===== config.mk =====
export PLATFORM = sky130hd
export DESIGN_NAME = mlp_layer_sequencer
export DESIGN_NICKNAME = d
export VERILOG_FILES = /design/src/rtl/mlp_seq_pkg.sv /design/src/rtl/mlp_weight_store.sv /design/src/rtl/mlp_layer_sequencer.sv
export SDC_FILE = /design/constraint.sdc
export NUM_CORES = 1
export LEC_CHECK = 0
export CELL_PAD_IN_SITES_DETAIL_PLACEMENT = 0
export CELL_PAD_IN_SITES_GLOBAL_PLACEMENT = 1
export CORE_MARGIN = 10
export CORE_UTILIZATION = 41
export CTS_BUF_LIST = sky130_fd_sc_hd__clkbuf_4 sky130_fd_sc_hd__clkbuf_8
export DETAILED_ROUTE_END_ITERATION = 8
export PLACE_DENSITY_LB_ADDON = 0.2
export SYNTH_ARGS = -nofsm -noshare
export SYNTH_HDL_FRONTEND = slang
export SYNTH_SLANG_ARGS = --single-unit

===== constraint.sdc =====
create_clock -name clk -period 8.4 [get_ports clk]
set_input_delay 1.68 -clock clk [delete_from_list [all_inputs] [get_ports clk]]
set_output_delay 1.68 -clock clk [all_outputs]
set_load 0.1 [all_outputs]

===== src/rtl/mlp_seq_pkg.sv =====
// Shared types and constants for the multi-layer MLP sequencer.
// Byte order within a layer's 4-byte weight slot is W10, W00, W11, W01.
package mlp_seq_pkg;

    typedef enum logic [2:0] {
        IDLE,
        RESET_FIFO,
        PUSH,
        KICK,
        WAIT_DONE,
        CAPTURE,
        ERROR
    } seq_state_t;

    localparam int BYTES_PER_LAYER = 4;

    localparam logic [1:0] K_W10 = 2'd0;
    localparam logic [1:0] K_W00 = 2'd1;
    localparam logic [1:0] K_W11 = 2'd2;
    localparam logic [1:0] K_W01 = 2'd3;

endpackage


===== src/rtl/mlp_weight_store.sv =====
// Weight byte register file: synchronous write, combinational read, cleared on reset.
// Writes to addresses at or beyond DEPTH are dropped; such reads return 0.
module mlp_weight_store #(
    parameter int DEPTH = 16,
    parameter int AW    = $clog2(DEPTH)
) (
    input  logic          clk,
    input  logic          rst,
    input  logic          we,
    input  logic [AW-1:0] waddr,
    input  logic [7:0]    wdata,
    input  logic [AW-1:0] raddr,
    output logic [7:0]    rdata
);

    localparam logic [AW:0] DEPTH_V = (AW + 1)'(DEPTH);

    logic [7:0] mem [DEPTH];

    always_ff @(posedge clk or posedge rst) begin
        if (rst) begin
            for (int i = 0; i < DEPTH; i++) begin
                mem[i] <= 8'd0;
            end
        end else if (we && ({1'b0, waddr} < DEPTH_V)) begin
            mem[waddr] <= wdata;
        end
    end

    assign rdata = ({1'b0, raddr} < DEPTH_V) ? mem[raddr] : 8'd0;

endmodule


===== src/rtl/mlp_layer_sequencer.sv =====
// Streams per-layer weights into the mlp_top FIFO and kicks each layer; start->start_mlp is 6 cycles,
// layer_complete edge->weights_ready is 5 cycles. No backpressure: waits on layer_complete rising edges with a timeout.
module mlp_layer_sequencer
    import mlp_seq_pkg::*;
#(
    parameter int MAX_LAYERS     = 4,
    parameter int TIMEOUT_CYCLES = 1_000_000
) (
    input  logic                                          clk,
    input  logic                                          rst,
    input  logic                                          cfg_we,
    input  logic [$clog2(BYTES_PER_LAYER*MAX_LAYERS)-1:0] cfg_addr,
    input  logic [7:0]                                    cfg_wdata,
    input  logic [$clog2(MAX_LAYERS+1)-1:0]               num_layers,
    input  logic                                          seq_start,
    input  logic                                          seq_abort,
    output logic                                          seq_busy,
    output logic                                          seq_done,
    output logic                                          seq_error,
    output logic [$clog2(MAX_LAYERS)-1:0]                 cur_layer,
    output logic                                          wf_push_col0,
    output logic                                          wf_push_col1,
    output logic [7:0]                                    wf_data_in,
    output logic                                          wf_reset,
    output logic                                          start_mlp,
    output logic                                          weights_ready,
    input  logic                                          layer_complete,
    input  logic signed [31:0]                            acc0,
    input  logic signed [31:0]                            acc1,
    output logic signed [31:0]                            res_acc0,
    output logic signed [31:0]                            res_acc1
);

    localparam int AW = $clog2(BYTES_PER_LAYER * MAX_LAYERS);
    localparam int LW = $clog2(MAX_LAYERS);
    localparam int NW = $clog2(MAX_LAYERS + 1);
    localparam int TW = $clog2(TIMEOUT_CYCLES + 1);
    localparam logic [TW-1:0] TMO_LAST = TW'(TIMEOUT_CYCLES - 1);
    localparam logic [NW-1:0] NL_MAX   = NW'(MAX_LAYERS);

    seq_state_t    state, state_n;
    logic [1:0]    k, k_n;
    logic [LW-1:0] layer_n;
    logic [NW-1:0] nl_q, nl_n;
    logic [TW-1:0] tmo, tmo_n;
    logic          lc_prev;
    logic          lc_rise;
    logic          last_layer;
    logic          bad_start;
    logic [7:0]    rd_byte;
    logic [AW-1:0] rd_addr;

    // Read address follows the next-state layer/byte so the registered push data lines up with the push strobe.
    assign rd_addr    = {layer_n, k_n};
    assign lc_rise    = layer_complete && !lc_prev;
    assign last_layer = ((NW'(cur_layer) + NW'(1)) == nl_q);

    mlp_weight_store #(
        .DEPTH(BYTES_PER_LAYER * MAX_LAYERS),
        .AW   (AW)
    ) u_store (
        .clk  (clk),
        .rst  (rst),
        .we   (cfg_we && (state == IDLE)),
        .waddr(cfg_addr),
        .wdata(cfg_wdata),
        .raddr(rd_addr),
        .rdata(rd_byte)
    );

    always_comb begin
        state_n   = state;
        k_n       = k;
        layer_n   = cur_layer;
        nl_n      = nl_q;
        tmo_n     = tmo;
        bad_start = 1'b0;
        case (state)
            IDLE: begin
                if (seq_start) begin
                    if ((num_layers != '0) && (num_layers <= NL_MAX)) begin
                        nl_n    = num_layers;
                        layer_n = '0;
                        state_n = RESET_FIFO;
                    end else begin
                        bad_start = 1'b1;
                    end
                end
            end
            RESET_FIFO: begin
                k_n     = K_W10;
                state_n = PUSH;
            end
            PUSH: begin
                k_n = k + 2'd1;
                if (k == K_W01) begin
                    state_n = KICK;
                end
            end
            KICK: begin
                tmo_n   = '0;
                state_n = WAIT_DONE;
            end
            WAIT_DONE: begin
                if (lc_rise) begin
                    if (last_layer) begin
                        state_n = CAPTURE;
                    end else begin
                        layer_n = cur_layer + LW'(1);
                        k_n     = K_W10;
                        state_n = PUSH;
                    end
                end else if (tmo == TMO_LAST) begin
                    state_n = ERROR;
                end else begin
                    tmo_n = tmo + TW'(1);
                end
            end
            CAPTURE: state_n = IDLE;
            ERROR:   state_n = IDLE;
            default: state_n = IDLE;
        endcase
        if (seq_abort && (state != IDLE)) begin
            state_n = IDLE;
        end
    end

    always_ff @(posedge clk or posedge rst) begin
        if (rst) begin
            state     <= IDLE;
            k         <= '0;
            cur_layer <= '0;
            nl_q      <= '0;
            tmo       <= '0;
            lc_prev   <= 1'b0;
        end else begin
            state     <= state_n;
            k         <= k_n;
            cur_layer <= layer_n;
            nl_q      <= nl_n;
            tmo       <= tmo_n;
            lc_prev   <= layer_complete;
        end
    end

    always_ff @(posedge clk or posedge rst) begin
        if (rst) begin
            wf_reset      <= 1'b0;
            wf_push_col0  <= 1'b0;
            wf_push_col1  <= 1'b0;
            wf_data_in    <= 8'd0;
            start_mlp     <= 1'b0;
            weights_ready <= 1'b0;
            seq_busy      <= 1'b0;
            seq_done      <= 1'b0;
            seq_error     <= 1'b0;
            res_acc0      <= '0;
            res_acc1      <= '0;
        end else begin
            wf_reset      <= (state_n == RESET_FIFO);
            wf_push_col0  <= (state_n == PUSH) && (k_n < K_W11);
            wf_push_col1  <= (state_n == PUSH) && (k_n >= K_W11);
            wf_data_in    <= (state_n == PUSH) ? rd_byte : 8'd0;
            start_mlp     <= (state_n == KICK) && (layer_n == '0);
            weights_ready <= (state_n == KICK) && (layer_n != '0);
            seq_busy      <= (state_n != IDLE);
            seq_done      <= (state_n == CAPTURE);
            seq_error     <= (state_n == ERROR) || bad_start;
            if ((state == WAIT_DONE) && (state_n == CAPTURE)) begin
                res_acc0 <= acc0;
                res_acc1 <= acc1;
            end
        end
    end

endmodule


Word level (Yosys, flattened, before mapping). Index checks and enable logic that the tools add are counted.

Register bits after elaboration: 239. Input port bits: 85. Output and inout port bits: 82.

Add/sub/neg operators: 4. Magnitude comparators: 6. Equality and inequality tests: 14. Mux-type cells: 29. Bitwise logic cells: 2. Reductions and logical operators: 21.

Operators with widths (number): $bwmux W128 (1); $mux W20 (2); $pmux W20 S2 (1); $bmux W8 S4 (1); $demux W8 S4 (1); $mux W8 (4); $mux W3 (7); $add A20 B1 Y20 const B (1); $eq A20 B20 Y1 const B (1); $pmux W3 S5 (1); $eq A3 B2 Y1 const B (4); $mux W2 (6); $ge A5 B5 Y1 const B (2); $logic_and A1 B1 Y1 (10); $not A4 Y5 (2); $eq A3 B3 Y1 const B (3); $reduce_bool A3 Y1 (3); $eq A3 B1 Y1 const B (2); $pmux W2 S3 (1); $reduce_and A3 Y1 (2); $lt A5 B1 Y1 const B (1); $add A2 B1 Y2 const B (2); $ne A2 B2 Y1 const B (2); $pmux W2 S2 (1); other kinds (12) (15).

Longest topological paths before layout. Gate-level depths: netlist of the first run.

Word-level depth: 10. Depth in mapped cells: 11. Mapped depth without buffers: 9.

Cells and area by module. Synthesis of the first run repeated with hierarchy kept, for this count alone.

Cell total of the unflattened synthesis: 728. Area total of the unflattened synthesis: 10864.2 sq um.

By module, submodules not included: mlp_weight_store (instances 1, cells an instance 369, area each 5953.2 sq um); mlp_layer_sequencer (instances 1, cells an instance 359, area each 4911.0 sq um).

Worst setup path before layout of the first run. No wires, ideal clock.

Path type: input port to flip-flop. From: in num_layers[0]. To: reg wf_data_in[6]. Library setup time: 0.134 ns. Arrival time: 3.306 ns. Required time: 8.266 ns. Path slack: 4.960 ns. Cell stages on the path: 8. Buffers on the path: 0. Cell sequence: or3_1 > nand2_1 > o21ai_0 > mux2_4 > clkinv_2 > mux4_2 > a221oi_1 > a211oi_2.

Longest elaborated chain between the ends: 10. Elaborated cells between the ends (all ways): 16. Classes of those cells: order compare (1); eq/ne (1); mux (11); bitwise (1); reduce/logical (2).

Ends and longest elaborated chain: start: declaration (line mlp_layer_sequencer.sv:14) `input logic [$clog2(MAX_LAYERS+1)-1:0] num_layers,`; $le A3 B3 Y1 or $reduce_bool A3 Y1 (tied branches) (line mlp_layer_sequencer.sv:81) `if ((num_layers != '0) && (num_layers <= NL_MAX)) begin`; $logic_and A1 B1 Y1 * (line mlp_layer_sequencer.sv:81); $mux W2 * (line mlp_layer_sequencer.sv:81); $mux W2 * (line mlp_layer_sequencer.sv:80) `if (seq_start) begin`; $pmux W2 S2 * (line mlp_layer_sequencer.sv:78) `case (state)`; net layer_n[0] (line mlp_layer_sequencer.sv:43) `logic [LW-1:0] layer_n;`; $not A4 Y5 (not written as such) * (line mlp_weight_store.sv:30) `assign rdata = ({1'b0, raddr} < DEPTH_V) ? mem[raddr] : 8'd0;`; $bmux W8 S4 * (line mlp_weight_store.sv:30); $mux W8 (not written as such) * (2 in a row) (line mlp_weight_store.sv:30); $mux W8 * (line mlp_layer_sequencer.sv:163) `wf_data_in <= (state_n == PUSH) ? rd_byte : 8'd0;`; end signal: assignment (line mlp_layer_sequencer.sv:163); end: declaration (line mlp_layer_sequencer.sv:23) `output logic [7:0] wf_data_in,`.

The timed path passes the listed nets; every way through them passes the cells marked *. The select of a mux whose other input is x is not followed. A chain may end at the register's enable or synchronous reset.

Worst setup path in the final report of the first run.
From: in layer_complete. To: reg wf_data_in[6].

Longest elaborated chain between the ends: 8. Elaborated cells between the ends (all ways): 14. Classes of those cells: eq/ne (1); mux (11); bitwise (1); reduce/logical (1).

Ends and longest elaborated chain: start: declaration (line mlp_layer_sequencer.sv:27) `input logic layer_complete,`; $logic_and A1 B1 Y1 * (line mlp_layer_sequencer.sv:55) `assign lc_rise = layer_complete && !lc_prev;`; $mux W2 (line mlp_layer_sequencer.sv:105) `if (lc_rise) begin`; $pmux W2 S3 or $pmux W2 S2 (tied branches) (line mlp_layer_sequencer.sv:78); $not A4 Y5 (not written as such) (line mlp_weight_store.sv:30); $bmux W8 S4 (line mlp_weight_store.sv:30); $mux W8 (not written as such) (2 in a row) (line mlp_weight_store.sv:30); $mux W8 * (line mlp_layer_sequencer.sv:163).

Every way passes the cells marked *; elsewhere a longest branch is shown, timed or not. The select of a mux whose other input is x is not followed.

==> results.md, run 1 <==
- IO Pins: approximately 170
- Relative slew slack: 0.286
- Skew final: 21.4 ps
- Row count: 59
- Routed WL: 26100 microns
- Via count: 6949
- Setup TNS: 0 ps
- Depth of the CTS H-tree: 2
- Hold-fix buffers at CTS: 0
- Pint: 0.00241 W
- Power Density: 264 nW/um^2
- First-pass GRT wire length: roughly 42000 microns
- Gate count after technology mapping: 800
- Switching power share of the total: 0.321
- Syn nets: roughly 900
- Clock power frac: 0.307
- Required @ worst endpoint: 8800 ps
- Combinational power share: 0.272
- Post-synthesis register bit count: 239
- Final setup violation count: 0
- DRC: 0
- Clock transition at the registers of the reported paths: around 50 ps
- Largest net degree at the start of global routing: between 100 and 150
- Most common cell after layout, fill and taps aside: dfrtp_1
- Max VDD drop: between 0.15 and 0.2 mV
- Synth async-reset ratio: 1.00
- Postcts setup bufs: 0
- Total power: approximately 0.0036 W
- Starting density of the core: 0.414
- Sw Pwr: 0.00114 W
- Lkg Pwr: approximately 5.9 nW
- Status: finished clean
- Share of cells above drive strength 1: 0.245
- Worst-Skew Late Latency: roughly 540 ps
- CTS tree: built
- Vias in the first global route: 7340
- Crit end category: flop
- Vias per cell: between 5 and 6
- Min Tclk post-route: ~4100 ps
- Hold WC Path Type: flop to flop
- Final Hold Viols: 0
- Reg power frac: 0.421
- RSZ-0062 raised after global routing: false
- DR pass1 iterations: 4
- Yosys cell types: 58
- Crit path DAT: roughly 4500 ps
- Final slew viol count: 0
- Slew @ Worst Pin: between 1000 and 1500 ps
- WHS: about 480 ps
- Global route overflow: 0
- Dpl hpwl: approximately 18000 microns
- Ys Warns: 0
- Layout area overhead: 25.9%
- Fillers: between 2000 and 2500
- CTS resizes: 0
- Clock sink count: approximately 240
- Initial antenna violation count: 0
- Placer congestion estimate: between 0.7 and 0.8
- Max Cap Violations: 0
- Startpoint types: primary input
- WL per Instance: just under 20 microns
- Syn avg cell area: around 13 sq um
- Synthesized area: ~11000 sq um
- Die area: roughly 33000 sq um
- DIE HEIGHT: approximately 180 microns
- Number of flops mapped to enable cells by yosys: 0
- Final period util: 0.492
- Clock root buffer: clkbuf_8
- Crit Path Category: primary input to flop
- Total track usage: 0.156
- Sequential area share after synthesis: 0.558
- Crit path max fanout: 62
- Die Wd: 182 microns
- Clock Path Buffers: 3
- Core ar.: around 26000 sq um
- Prevailing post-synth register cell: dfrtp_1
- Port bufs: ~170
- Max Freq: about 240 MHz
- Nets: approximately 1100
- TritonCTS buffer count: 43
- Antenna Violating Nets Remaining: 0
- Initial drt markers: slightly above 300
- Most frequent cells in the layout: dfrtp_1, clkdlybuf4s50_1, mux2_2
- Antenna diode count: 0
## cell type report
type                    instances  area [sq um]  share of cell area
clock buffers                  68           817              0.0606
clock inverters                 2          37.5             0.00278
inverters                      10          46.3             0.00343
multi-input cells             512          4490               0.333
flip-flops and latches        239          5980               0.443
well taps                     335           419              0.0311
repair buffers                171          1700               0.126
## critical path: stages
cell	delay (ps)
clkdlybuf4s50_1	440
nand2b_1	230
nor2_1	110
a32oi_4	180
buf_4	820
mux4_2	610
a221oi_1	360
a211oi_2	50
## power by group through the flow
stage / clock network [W] / registers (W) / logic, W
finish: 0.00109 / 0.00150 / 0.000967
detailed placement: 0 / 0.00152 / 0.000978
global route: 0.00119 / 0.00153 / 0.00103
floorplan: 0 / 0.00178 / 0.000468
global placement: 0 / 0.00151 / 0.000966
CTS: 0.00114 / 0.00150 / 0.000980
## synthesized netlist by cell type (all sizes together) (2+ instances only)
| library cell | n | share of area |
|---|---|---|
| dfrtp | 239 | 0.56 |
| and4 | 2 | 0.0016 |
| a221o | 7 | 0.0065 |
| nand2b | 2 | 0.0012 |
| nor2b | 3 | 0.0018 |
| mux2 | 224 | 0.24 |
| nor4b | 2 | 0.0028 |
| or3 | 8 | 0.0047 |
| nor4 | 5 | 0.0047 |
| or2 | 2 | 0.0012 |
| a211oi | 2 | 0.0019 |
| nor2 | 38 | 0.013 |
| o311a | 2 | 0.0019 |
| o22ai | 7 | 0.0041 |
| and3 | 4 | 0.0023 |
| nand3 | 19 | 0.0098 |
| xnor2 | 12 | 0.0098 |
| mux2i | 51 | 0.048 |
| clkbuf | 17 | 0.0060 |
| a21oi | 10 | 0.0054 |
| ha | 3 | 0.0035 |
| a32o | 2 | 0.0019 |
| nand2 | 47 | 0.016 |
| nand4 | 4 | 0.0023 |
| inv | 9 | 0.0032 |
| nor3 | 9 | 0.0057 |
| a31oi | 2 | 0.0012 |
| xor2 | 5 | 0.0041 |
| buf | 22 | 0.016 |
| o21ai | 25 | 0.012 |
## cell families (layout without fill, tap and decap cells)
group	Yosys count	after routing	share of synthesized area
compound gates	65	65	0.0407
xor+xnor	17	17	0.0139
fa+ha+maj	3	3	0.00350
buf+inv	49	251	0.0256
flops	239	239	0.558
mux	276	276	0.285
simple gates	151	151	0.0727
## state kept, by name, indices dropped and copies added (netlist names)
name           flops
wf_push_col1       1
state              3
cur_layer          2
res_acc1          32
wf_data_in         8
wf_push_col0       1
u_store.mem      128
wf_reset           1
start_mlp          1
seq_busy           1
lc_prev            1
res_acc0          32
k                  2
weights_ready      1
seq_done           1
seq_error          1
nl_q               3
tmo               20
## per-stage QoR
stage	std cells	util	setup slack, ps	cell area (sq um)
after global placement	1267	0.488	3830	12600
after floorplan	800	-	160	10700
after global routing	1337	0.521	4080	13500
after detailed placement	1267	0.488	3750	12600
final	1337	0.521	4270	13500
after CTS	1337	0.521	4300	13500
## metal layers
| layer | share of wire | vias to the layer above | routed length, microns | track usage |
|---|---|---|---|---|
| met1 | 0.47 | 3492 | 12100 | 0.209 |
| met4 | 0.015 | 0 | 404 | 0.0404 |
| met5 | 0 | - | 0 | 0 |
| li1 | - | 3246 | - | - |
| met3 | 0.059 | 36 | 1530 | 0.0388 |
| met2 | 0.46 | 175 | 12000 | 0.246 |
## path summary, 6_finish.rpt
check / start / end / slack (ps) / depth (start not counted)
worst max-delay path: layer_complete / wf_data_in[6] / 4270 / 8
worst min-delay path: res_acc1[31] / res_acc1[31] / 480 / 1
worst max register to register: cur_layer[0] / wf_data_in[6] / 4850 / 8
worst min register to register: res_acc1[31] / res_acc1[31] / 480 / 1
max in group asynchronous: rst / tmo[12] / 5270 / 3
min in group asynchronous: rst / res_acc1[15] / 1750 / 2
No activity file was read; power rests on OpenSTA's default activity.
==> inputs of run 2 (changes only) <==
- clock period: 8.4 -> 3.3 ns (I/O delays scaled with it)
==> run 2 against run 1 <==
Against the previous run: worst hold slack improved by 4.3 ps; sequential cell count did not move; cell count rose by 1.0%; count of clock-buffer cells in the layout fell by 7; register-to-register slack got worse by 4500 ps; clock power rose by 140%.
==> results.md, run 2 (synthesis gave the netlist of run 1 again) <==
- Required @ worst endpoint: 3720 ps
- Clock sink count: approximately 240
- DIE HEIGHT: ~180 microns
- Min Tclk post-route: 2960 ps
- Clock transition at the registers of the reported paths: approximately 60 ps
- Layout area overhead: 26.1%
- R2r setup slk: 340 ps
- Slew @ Worst Pin: about 770 ps
- Crit path cell chain: ha_1 > xnor2_1 > nand3_1 > a21oi_2 > nor2_1 > nor4_4 > buf_12 > mux2_1
- DRC: 0
- IO Pins: 167
- Worst r2r dst: res_acc1[0]
- Final worst slack: 345 ps
- CTS tree: built
- Row count: 59
- Max VDD drop: slightly above 0.3 mV
- Core ar.: 25900 sq um
- Most frequent cells in the layout: dfrtp_1, mux2_2, buf_4
- Setup TNS: 0 ps
- Nets: ~1100
- First-pass GRT wire length: 42900 microns
- Via count: between 7000 and 8000
- Grt met1 use: 0.214
- Met2 Usage GRT: 0.251
- Final Hold Viols: 0
- WL per Instance: around 19 microns
- Regs by FF count: u_store.mem x128, res_acc0 x32, res_acc1 x32
- Power Density: between 600 and 700 nW/um^2
- Largest net degree at the start of global routing: 66
- Die area: around 33000 sq um
- Grt peak-use layer: met2
- Max reg flops: between 100 and 150
- Status: finished clean
- Hold-fix buffers at CTS: 0
- Crit path max fanout: 65
- Final slew viol count: 0
- Lkg Pwr: 6.13 nW
- Global route overflow: 0
- Worst setup startpoint: cur_layer[0]
- Skew final: about 15 ps
- Die Wd: 182 microns
- Max Freq: ~340 MHz
- Final setup violation count: 0
- Total track usage: 0.159
- Port bufs: between 150 and 200
- Biggest register: u_store.mem
- Vias in the first global route: between 7000 and 8000
- DR pass1 iterations: 4
- Worst setup endpoint: res_acc1[0]
- Antenna Violating Nets Remaining: 0
- Depth of the CTS H-tree: 2
- R2R cell count: 8
- Hold WC Path Type: flop to flop
- Met3 Usage GRT: 0.0366
- Crit Path Category: flop to flop
- Clock Path Buffers: 3
- Clock root buffer: clkbuf_8
- Share of cells above drive strength 1: 0.336
- Relative slew slack: 0.487
- Reg2Reg Launch Point: cur_layer[0]
- Crit end category: flop
- Worst-Skew Late Latency: roughly 550 ps
- Post-place setup slack: 205 ps
- Final period util: 0.896
- Startpoint types: flop
- RSZ-0062 raised after global routing: false
- Starting density of the core: 0.414
- Initial antenna violation count: 0
- Vias per cell: approximately 5.2
- Slowest CP cell: dfrtp_1
- Hold Crit Start: res_acc1[13]
- Placer congestion estimate: a little under 0.8
- CP peak stage delay: roughly 430 ps
- Crit path DAT: 3370 ps
- Postcts setup bufs: 0
- Max Cap Violations: 0
- Antenna diode count: 0
- Routed WL: 26200 microns
- Most common cell after layout, fill and taps aside: dfrtp_1
- TritonCTS buffer count: 42
- CTS resizes: 0
- Dpl hpwl: about 19000 microns
- Initial drt markers: 259
-- run 2: changes by cell type in the layout (fill, tap and decap cells not counted), sizes merged --
| cell | change |
|---|---|
| clkinvlp | +2 |
| clkinv | +1 |
| clkdlybuf4s50 | -82 |
| bufinv | -1 |
| buf | +101 |
| clkbuf | -7 |
-- run 2: worst max-delay path: cells and delay by family, from the launching register on --
family	cells	cell delay, ps
AO/OA/AOI/OAI	1	360
XOR/XNOR	1	190
adder cells (fa/ha/maj)	1	350
buffers and inverters	1	360
flip-flops	1	430
multiplexers	1	370
AND/OR/NAND/NOR	3	710
-- run 2: worst min path at each step --
stage | end | slack (ps) | cells past startpoint
2_1_floorplan | u_store.mem[74] | 470 | 1
3_3_place_gp | res_acc1[26] | 470 | 1
3_5_place_dp | res_acc1[13] | 480 | 1
4_1_cts | res_acc1[13] | 490 | 1
5_1_grt | res_acc1[25] | 500 | 1
6_report | res_acc1[13] | 480 | 1
-- run 2: layout make-up --
cell class	instances	area (sq um)
sequential	239	5980
timing repair buffer	190	1790
inverter	10	42.5
tap	335	419
clock inverter	4	28.8
multi-input combinational	512	4490
fill	2302	12400
clock buffer	61	764
-- run 2: stage by stage --
| step | utilization | instances | total power [W] | hold slack (ps) | cell area [sq um] |
|---|---|---|---|---|---|
| 3_3_place_gp | 0.491 | 1286 | 0.00640 | 469 | 12700 |
| 2_1_floorplan | - | 800 | 0.00572 | 472 | 10700 |
| 5_1_grt | 0.522 | 1351 | 0.00950 | 501 | 13500 |
| 4_1_cts | 0.522 | 1351 | 0.00915 | 489 | 13500 |
| 3_5_place_dp | 0.491 | 1286 | 0.00644 | 476 | 12700 |
| 6_report | 0.522 | 1351 | 0.00901 | 484 | 13500 |
-- run 2: power breakdown --
group          internal [W]  switching, W
logic               0.00105       0.00151
registers           0.00351      0.000302
clock network       0.00147       0.00117
total               0.00602       0.00299
-- run 2: layer usage --
metal / vias to the layer above / wire (microns)
met5: - / 0
met4: 0 / 476
met3: 39 / 1380
met2: 178 / 12100
met1: 3561 / 12300
li1: 3284 / -
==> inputs of run 3 (changes only) <==
- HOLD_SLACK_MARGIN: unset -> 0.1
==> results of run 3 <==
Same layout as run 2: the final DEF is identical, and so are final timing and power.
==> variant 1 (flow settings as in run 3) <==
Change the parameter `MAX_LAYERS` from 4 to 8.
--- a/src/rtl/mlp_layer_sequencer.sv
+++ b/src/rtl/mlp_layer_sequencer.sv
@@ -5,3 +5,3 @@
 #(
-    parameter int MAX_LAYERS     = 4,
+    parameter int MAX_LAYERS     = 8,
     parameter int TIMEOUT_CYCLES = 1_000_000
Interface: changed (resized cfg_addr, cur_layer and num_layers); port bits go from 167 to 170. The function was not compared with the original's and may differ.
==> variant 1 against run 3 <==
First-iteration DRC count grew to 3.5 times the old value; design area is 54% higher; area after synthesis rose by 55%; worst setup slack got worse by 0.11 ns; maximum frequency decreased by 3.6%; wire length up 86%; sequential cell count up 130; worst hold slack lost 0.064 ns; critical path type unchanged; global-route usage is 4.0 points higher; sequential share of layout area increased by 0.24 points; largest cell class unchanged; total power increased by 71%; clock skew is 0.0055 ns higher.
==> variant 1: results (changes against run 3) <==
Clock root buffer master: clkbuf_8. For the fill cell total of the finished layout, the log shows 3620 (+57%). The number of iterations in the first detailed-routing pass was 5 (+1). By count the netlist is led by nand2_1 (441), dfrtp_1 (369), mux2_2 (261).

Fraction of power spent switching nets: 35.77% (+2.6 points). By area the synthesized netlist is led by dfrtp_1 (55%), mux2_2 (18%), nand2_1 (9.9%). Detailed placement HPWL: 33.04 mm (+76%). The flip-flop cell with the highest count after synthesis was dfrtp_1.

The static leakage power came out at 9.983 nW (+63%). The number of DRC violations after detailed routing came out at 0 (unchanged). For the first-pass GRT wire length, the log shows 77.78 mm (+81%). The fraction of layout instances using a drive strength above 1 is 31.14% (-2.4 points).

STA classifies the critical path endpoint as a flop. Maximum vdd drop: 0.3356 mV (+9.5%). The initial antenna violation count is 0 (unchanged), and the via count of the routed design is 12500 (+77%). The area of the core was 39910 µm² (+54%); the number of distinct library cells after synthesis was 60 (+3.4%).

The clock insertion delay at the later pin of the skew report came out at 0.60 ns (+0.05 ns). The pin count of the biggest net entering global routing is 103 (+56%), and the final setup skew is 0.02077 ns (+0.005519 ns). For the weighted congestion at the end of routability-driven global placement, the log shows 0.8556 (+11%).

On the critical path, the stage with the largest delay is an instance of dfrtp_1. The depth of the CTS H-tree was 3 (+1). The beginning of the worst register-to-register path was cur_layer[0]. The post-CTS clock slew at the launch and capture registers of the worst setup and hold paths was 0.06 ns (about the same); the cell count of the worst reg-to-reg path was 12 (+4).

The critical-path maximum fanout came out at 11 (-83%). In this run the critical register-to-register path is captured at wf_data_in[7]. The largest registers in the layout are u_store.mem x256, res_acc0 x32, res_acc1 x32. For the clock buffer count from CTS, the log shows 67 (+60%). The path class of the tightest hold or removal check is input pin to asynchronous set/reset pin. The total count of hold-check failures in the final report was 0 (unchanged). Leftover overflow at the end of global routing: 0 (unchanged). For the register area share after synthesis, the log shows 55.45% (-0.36 points).

The post-detailed-placement cell area is 19280 µm² (+52%), and the net count after synthesis is 1646 (+85%). The total number of nets in the final design was 1877 (+73%); the count of port buffers added during placement was 169 (+1.8%). The number of antenna repair diodes came out at 0 (unchanged). The maximum clock insertion buffer count was 3 (unchanged). The origin of the worst setup path is cur_layer[0]. For the number of violations reported at the end of detailed-routing iteration 0, the log shows 898 (+250%).

The flow ran to the end, and the final reports show no timing, DRC or antenna violations. The run gives 0 (unchanged) as the count of yosys warnings during synthesis. The routed length per instance was 20.64 µm (+6.3%); the delay of the slowest critical-path stage was 0.39 ns (-0.04 ns). The setup slack of the worst register-to-register path came out at 0.24 ns (-0.11 ns).

The total track usage was 19.82% (+4.0 points). The slew at the pin closest to its max-slew limit is 0.6779 ns (-0.08990 ns).
variant 1: cell types whose count changed after synthesis, sizes merged, moves of 8 or more:
cell / delta
a21oi: +38
buf: +13
nand2: +396
or3: +8
nand3: +93
dfrtp: +130
clkbuf: +39
mux2i: -23
mux2: +37
variant 1: power by group through the flow:
stage | sequential (mW) | clock (mW) | combinational (mW)
2_1_floorplan | 7.04 | 0 | 2.20
3_3_place_gp | 6.07 | 0 | 4.72
3_5_place_dp | 6.10 | 0 | 4.75
4_1_cts | 6.03 | 4.77 | 4.76
5_1_grt | 6.15 | 4.99 | 5.08
6_report | 6.04 | 4.63 | 4.72
variant 1: critical path, delay by kind of cell (launching register included):
kind            cells  cell delay (ns)
compound gates      5             1.04
simple gates        2             0.44
flops               1             0.39
buf+inv             3             0.52
xor+xnor            1             0.18
fa+ha+maj           1             0.38
variant 1: cell families after synthesis:
logic type | Yosys count | synth area share, %
fa+ha+maj | 4 | 0.2855
buf+inv | 100 | 2.652
simple gates | 673 | 17.48
xor+xnor | 17 | 0.8941
mux | 289 | 19.33
flops | 369 | 55.45
compound gates | 104 | 3.900
variant 1: layout make-up:
type	count	area, µm²	area share [%]
Clock buffer	109	1388	6.687
Timing Repair Buffer	253	2352	11.34
Clock inverter	10	81.33	0.3919
Multi-Input combinational cell	1087	7000	33.74
Tap cell	525	656.9	3.166
Inverter	9	38.79	0.1869
Sequential cell	369	9234	44.50
variant 1: through the flow:
step / TNS, ns / hold slack, ns / utilization [%] / std cells / setup WS, ns
6_report: 0 / 0.4197 / 51.99 / 2362 / 0.2353
3_3_place_gp: 0 / 0.4493 / 48.29 / 2243 / 0.004325
4_1_cts: 0 / 0.3810 / 51.97 / 2362 / 0.1556
5_1_grt: 0 / 0.4089 / 51.99 / 2362 / 0.05188
2_1_floorplan: -859.85 / 0.4653 / - / 1556 / -2.312
3_5_place_dp: -0.06658 / 0.4563 / 48.29 / 2243 / -0.06561
variant 1: how the worst min path moves through the flow:
stage                 start         endpoint  depth (start not counted)  slack (ns)
3_3_place_gp   res_acc1[21]     res_acc1[21]                          2        0.45
2_1_floorplan        tmo[1]           tmo[1]                          2        0.47
3_5_place_dp   res_acc0[25]     res_acc0[25]                          2        0.46
6_report                rst  u_store.mem[49]                          2        0.42
5_1_grt                 rst  u_store.mem[49]                          2        0.41
4_1_cts                 rst  u_store.mem[36]                          2        0.38
variant 1: metal layers:
layer	share of wire [%]	vias to the layer above	global-route usage (%)
met1	47	6282	26.90
met4	2.3	0	6.167
met5	0	-	0
li1	-	5780	-
met2	46	363	31.01
met3	5.5	79	4.403
variant 1: repair_timing:
item / CTS / global route
setup buffers: 0 / 0
resized for setup: 0 / 1
setup endpoints to repair: 0 / 1
endpoints found under the hold margin: 0 / 0
==> variant 2 (settings of run 3) <==
Without the edit above. Put one more register stage on the output `seq_error`. The value now appears one clock later. The other outputs are not delayed to match.
--- a/src/rtl/mlp_layer_sequencer.sv
+++ b/src/rtl/mlp_layer_sequencer.sv
@@ -39,2 +39,4 @@
     localparam logic [NW-1:0] NL_MAX   = NW'(MAX_LAYERS);
+
+    logic seq_error_s0;
 
@@ -155,3 +157,3 @@
             seq_done      <= 1'b0;
-            seq_error     <= 1'b0;
+            seq_error_s0  <= 1'b0;
             res_acc0      <= '0;
@@ -167,3 +169,3 @@
             seq_done      <= (state_n == CAPTURE);
-            seq_error     <= (state_n == ERROR) || bad_start;
+            seq_error_s0  <= (state_n == ERROR) || bad_start;
             if ((state == WAIT_DONE) && (state_n == CAPTURE)) begin
@@ -175,2 +177,6 @@
 
+    always_ff @(posedge clk) begin
+        seq_error <= seq_error_s0;
+    end
+
 endmodule
Formal check against the unedited RTL: not equivalent (Yosys sat finds a counterexample within 4 cycles, from zero or initial values and one cycle with rst high).
==> variant 2 against run 3 <==
Design area grew 0.52%; maximum frequency grew 2.0%; total power grew 4.5%; area after synthesis grew 0.19%; critical endpoint is now wf_data_in[7]; largest cell class unchanged; highest routed layer unchanged; via count grew 0.13%; final cell count grew 0.59%; worst setup slack gained 0.059 ns; worst hold slack lost 0.098 ns; sequential cell count grew 1; synthesized cell count grew 0.13%; wire length grew 3.6%.
==> variant 2: results (changes against run 3) <==
The flow ran to the end, and the final reports show no timing, DRC or antenna violations. The number of global-route vias before repair is 7339 (-1.3%), and the clock buffer count from CTS is 43 (+2.4%). Wire length on met2: 12.17 mm (+0.58%).

By area the synthesized netlist is led by dfrtp_1 (56%), mux2_2 (16%), mux2_1 (7.9%). The post-route met1 wirelength came out at 12.81 mm (+4.3%). The post-synthesis adder-cell area fraction came out at 0.3496% (-0.00065 points).

The final setup skew was 0.02195 ns (+0.006699 ns); the static leakage power was 6.186 nW (+0.90%). The maximum vdd drop is 0.3905 mV (+27%), and the number of vias per cell after detailed routing is 5.203 (-0.46%). The worst path arrival time is 3.39 ns (+0.02 ns), and the total number of nets in the final design is 1084 (+0.092%). The total length of routed wires is 27.19 mm (+3.6%). The tools report the detailed placement HPWL as 18.91 mm (+0.64%). Slew at the pin closest to its max-slew limit: 0.8060 ns (+0.03828 ns). The total track usage came out at 16.13% (+0.27 points).

The tools report the first-pass GRT wire length as 43.11 mm (+0.58%). The share of flip-flops with an asynchronous set or reset was 99.58% (-0.42 points). The kind of cell with the highest combined delay along the critical path is compound AO/OA/AOI/OAI gates. Post-detailed-placement cell area: 12640 µm² (-0.59%).

The net count after synthesis came out at 889 (+0.11%). For the register area share after synthesis, the log shows 55.89% (+0.082 points). The number of instances resized during post-cts repair is 0 (unchanged).

The delay of the slowest critical-path stage is 0.38 ns (-0.05 ns), and the final standard cell count with taps included and fillers excluded is 1359 (+0.59%). For the weighted congestion at the end of routability-driven global placement, the log shows 0.7860 (+1.8%). The xor/xnor cell area share of the yosys netlist works out to 1.387% (-0.0026 points). The fraction of layout instances using a drive strength above 1 is 33.98% (+0.42 points).

For the routed length on met3, the log shows 1.728 mm (+25%). The post-placement worst setup slack was 0.1701 ns (-0.03487 ns); the post-synthesis area per instance was 13.40 µm² (about the same). The pin count of the biggest net entering global routing was 131 (+98%); the portion of netlist area occupied by mux cells was 28.49% (-0.053 points). The critical-path maximum fanout is 32 (-51%). The largest registers in the layout are u_store.mem x128, res_acc0 x32, res_acc1 x32. The fill cell total of the finished layout was 2291 (-0.48%). Number of distinct library cells after synthesis: 59 (+1.7%).

The number of violations reported at the end of detailed-routing iteration 0 was 391 (+51%). The final critical-path required period was 2.896 ns (-0.05899 ns). Compound-cell area share of the yosys netlist: 4.067% (-0.0076 points).
-- variant 2: cell families (layout without fill, tap and decap cells) --
| kind of cell | after synthesis | after routing |
|---|---|---|
| compound gates | 65 | 65 |
| xor+xnor | 17 | 17 |
| fa+ha+maj | 3 | 3 |
| buf+inv | 49 | 272 |
| flops | 240 | 240 |
| mux | 276 | 276 |
| simple gates | 151 | 151 |
-- variant 2: power by group --
group / switching [mW] / internal, mW
registers: 0.327 / 3.52
logic: 1.52 / 1.04
clock network: 1.21 / 1.80
total: 3.06 / 6.36
-- variant 2: cell type report --
type                            count  area [µm²]  share of cell area (%)
Multi-Input combinational cell    512        4491                   33.06
Clock inverter                      9       126.4                  0.9304
Timing Repair Buffer              189        1692                   12.45
Sequential cell                   240        6001                   44.18
Clock buffer                       64       812.0                   5.978
Inverter                           10       42.54                  0.3132
Tap cell                          335       419.2                   3.086
-- variant 2: final timing paths --
kind | startpoint | to | slack, ns | cells past startpoint
min | seq_error_s0 | seq_error | 0.39 | 0
min in group asynchronous | rst | u_store.mem[14] | 0.63 | 3
max reg2reg | cur_layer[0] | wf_data_in[7] | 0.40 | 9
max in group asynchronous | rst | u_store.mem[87] | 2.02 | 3
min reg2reg | seq_error_s0 | seq_error | 0.39 | 0
max | cur_layer[0] | wf_data_in[7] | 0.40 | 9
-- variant 2: per-layer routing --
metal | vias to the layer above | track usage [%]
met3 | 44 | 3.976
li1 | 3281 | -
met4 | 0 | 4.295
met1 | 3543 | 22.15
met5 | - | 0
met2 | 203 | 24.88
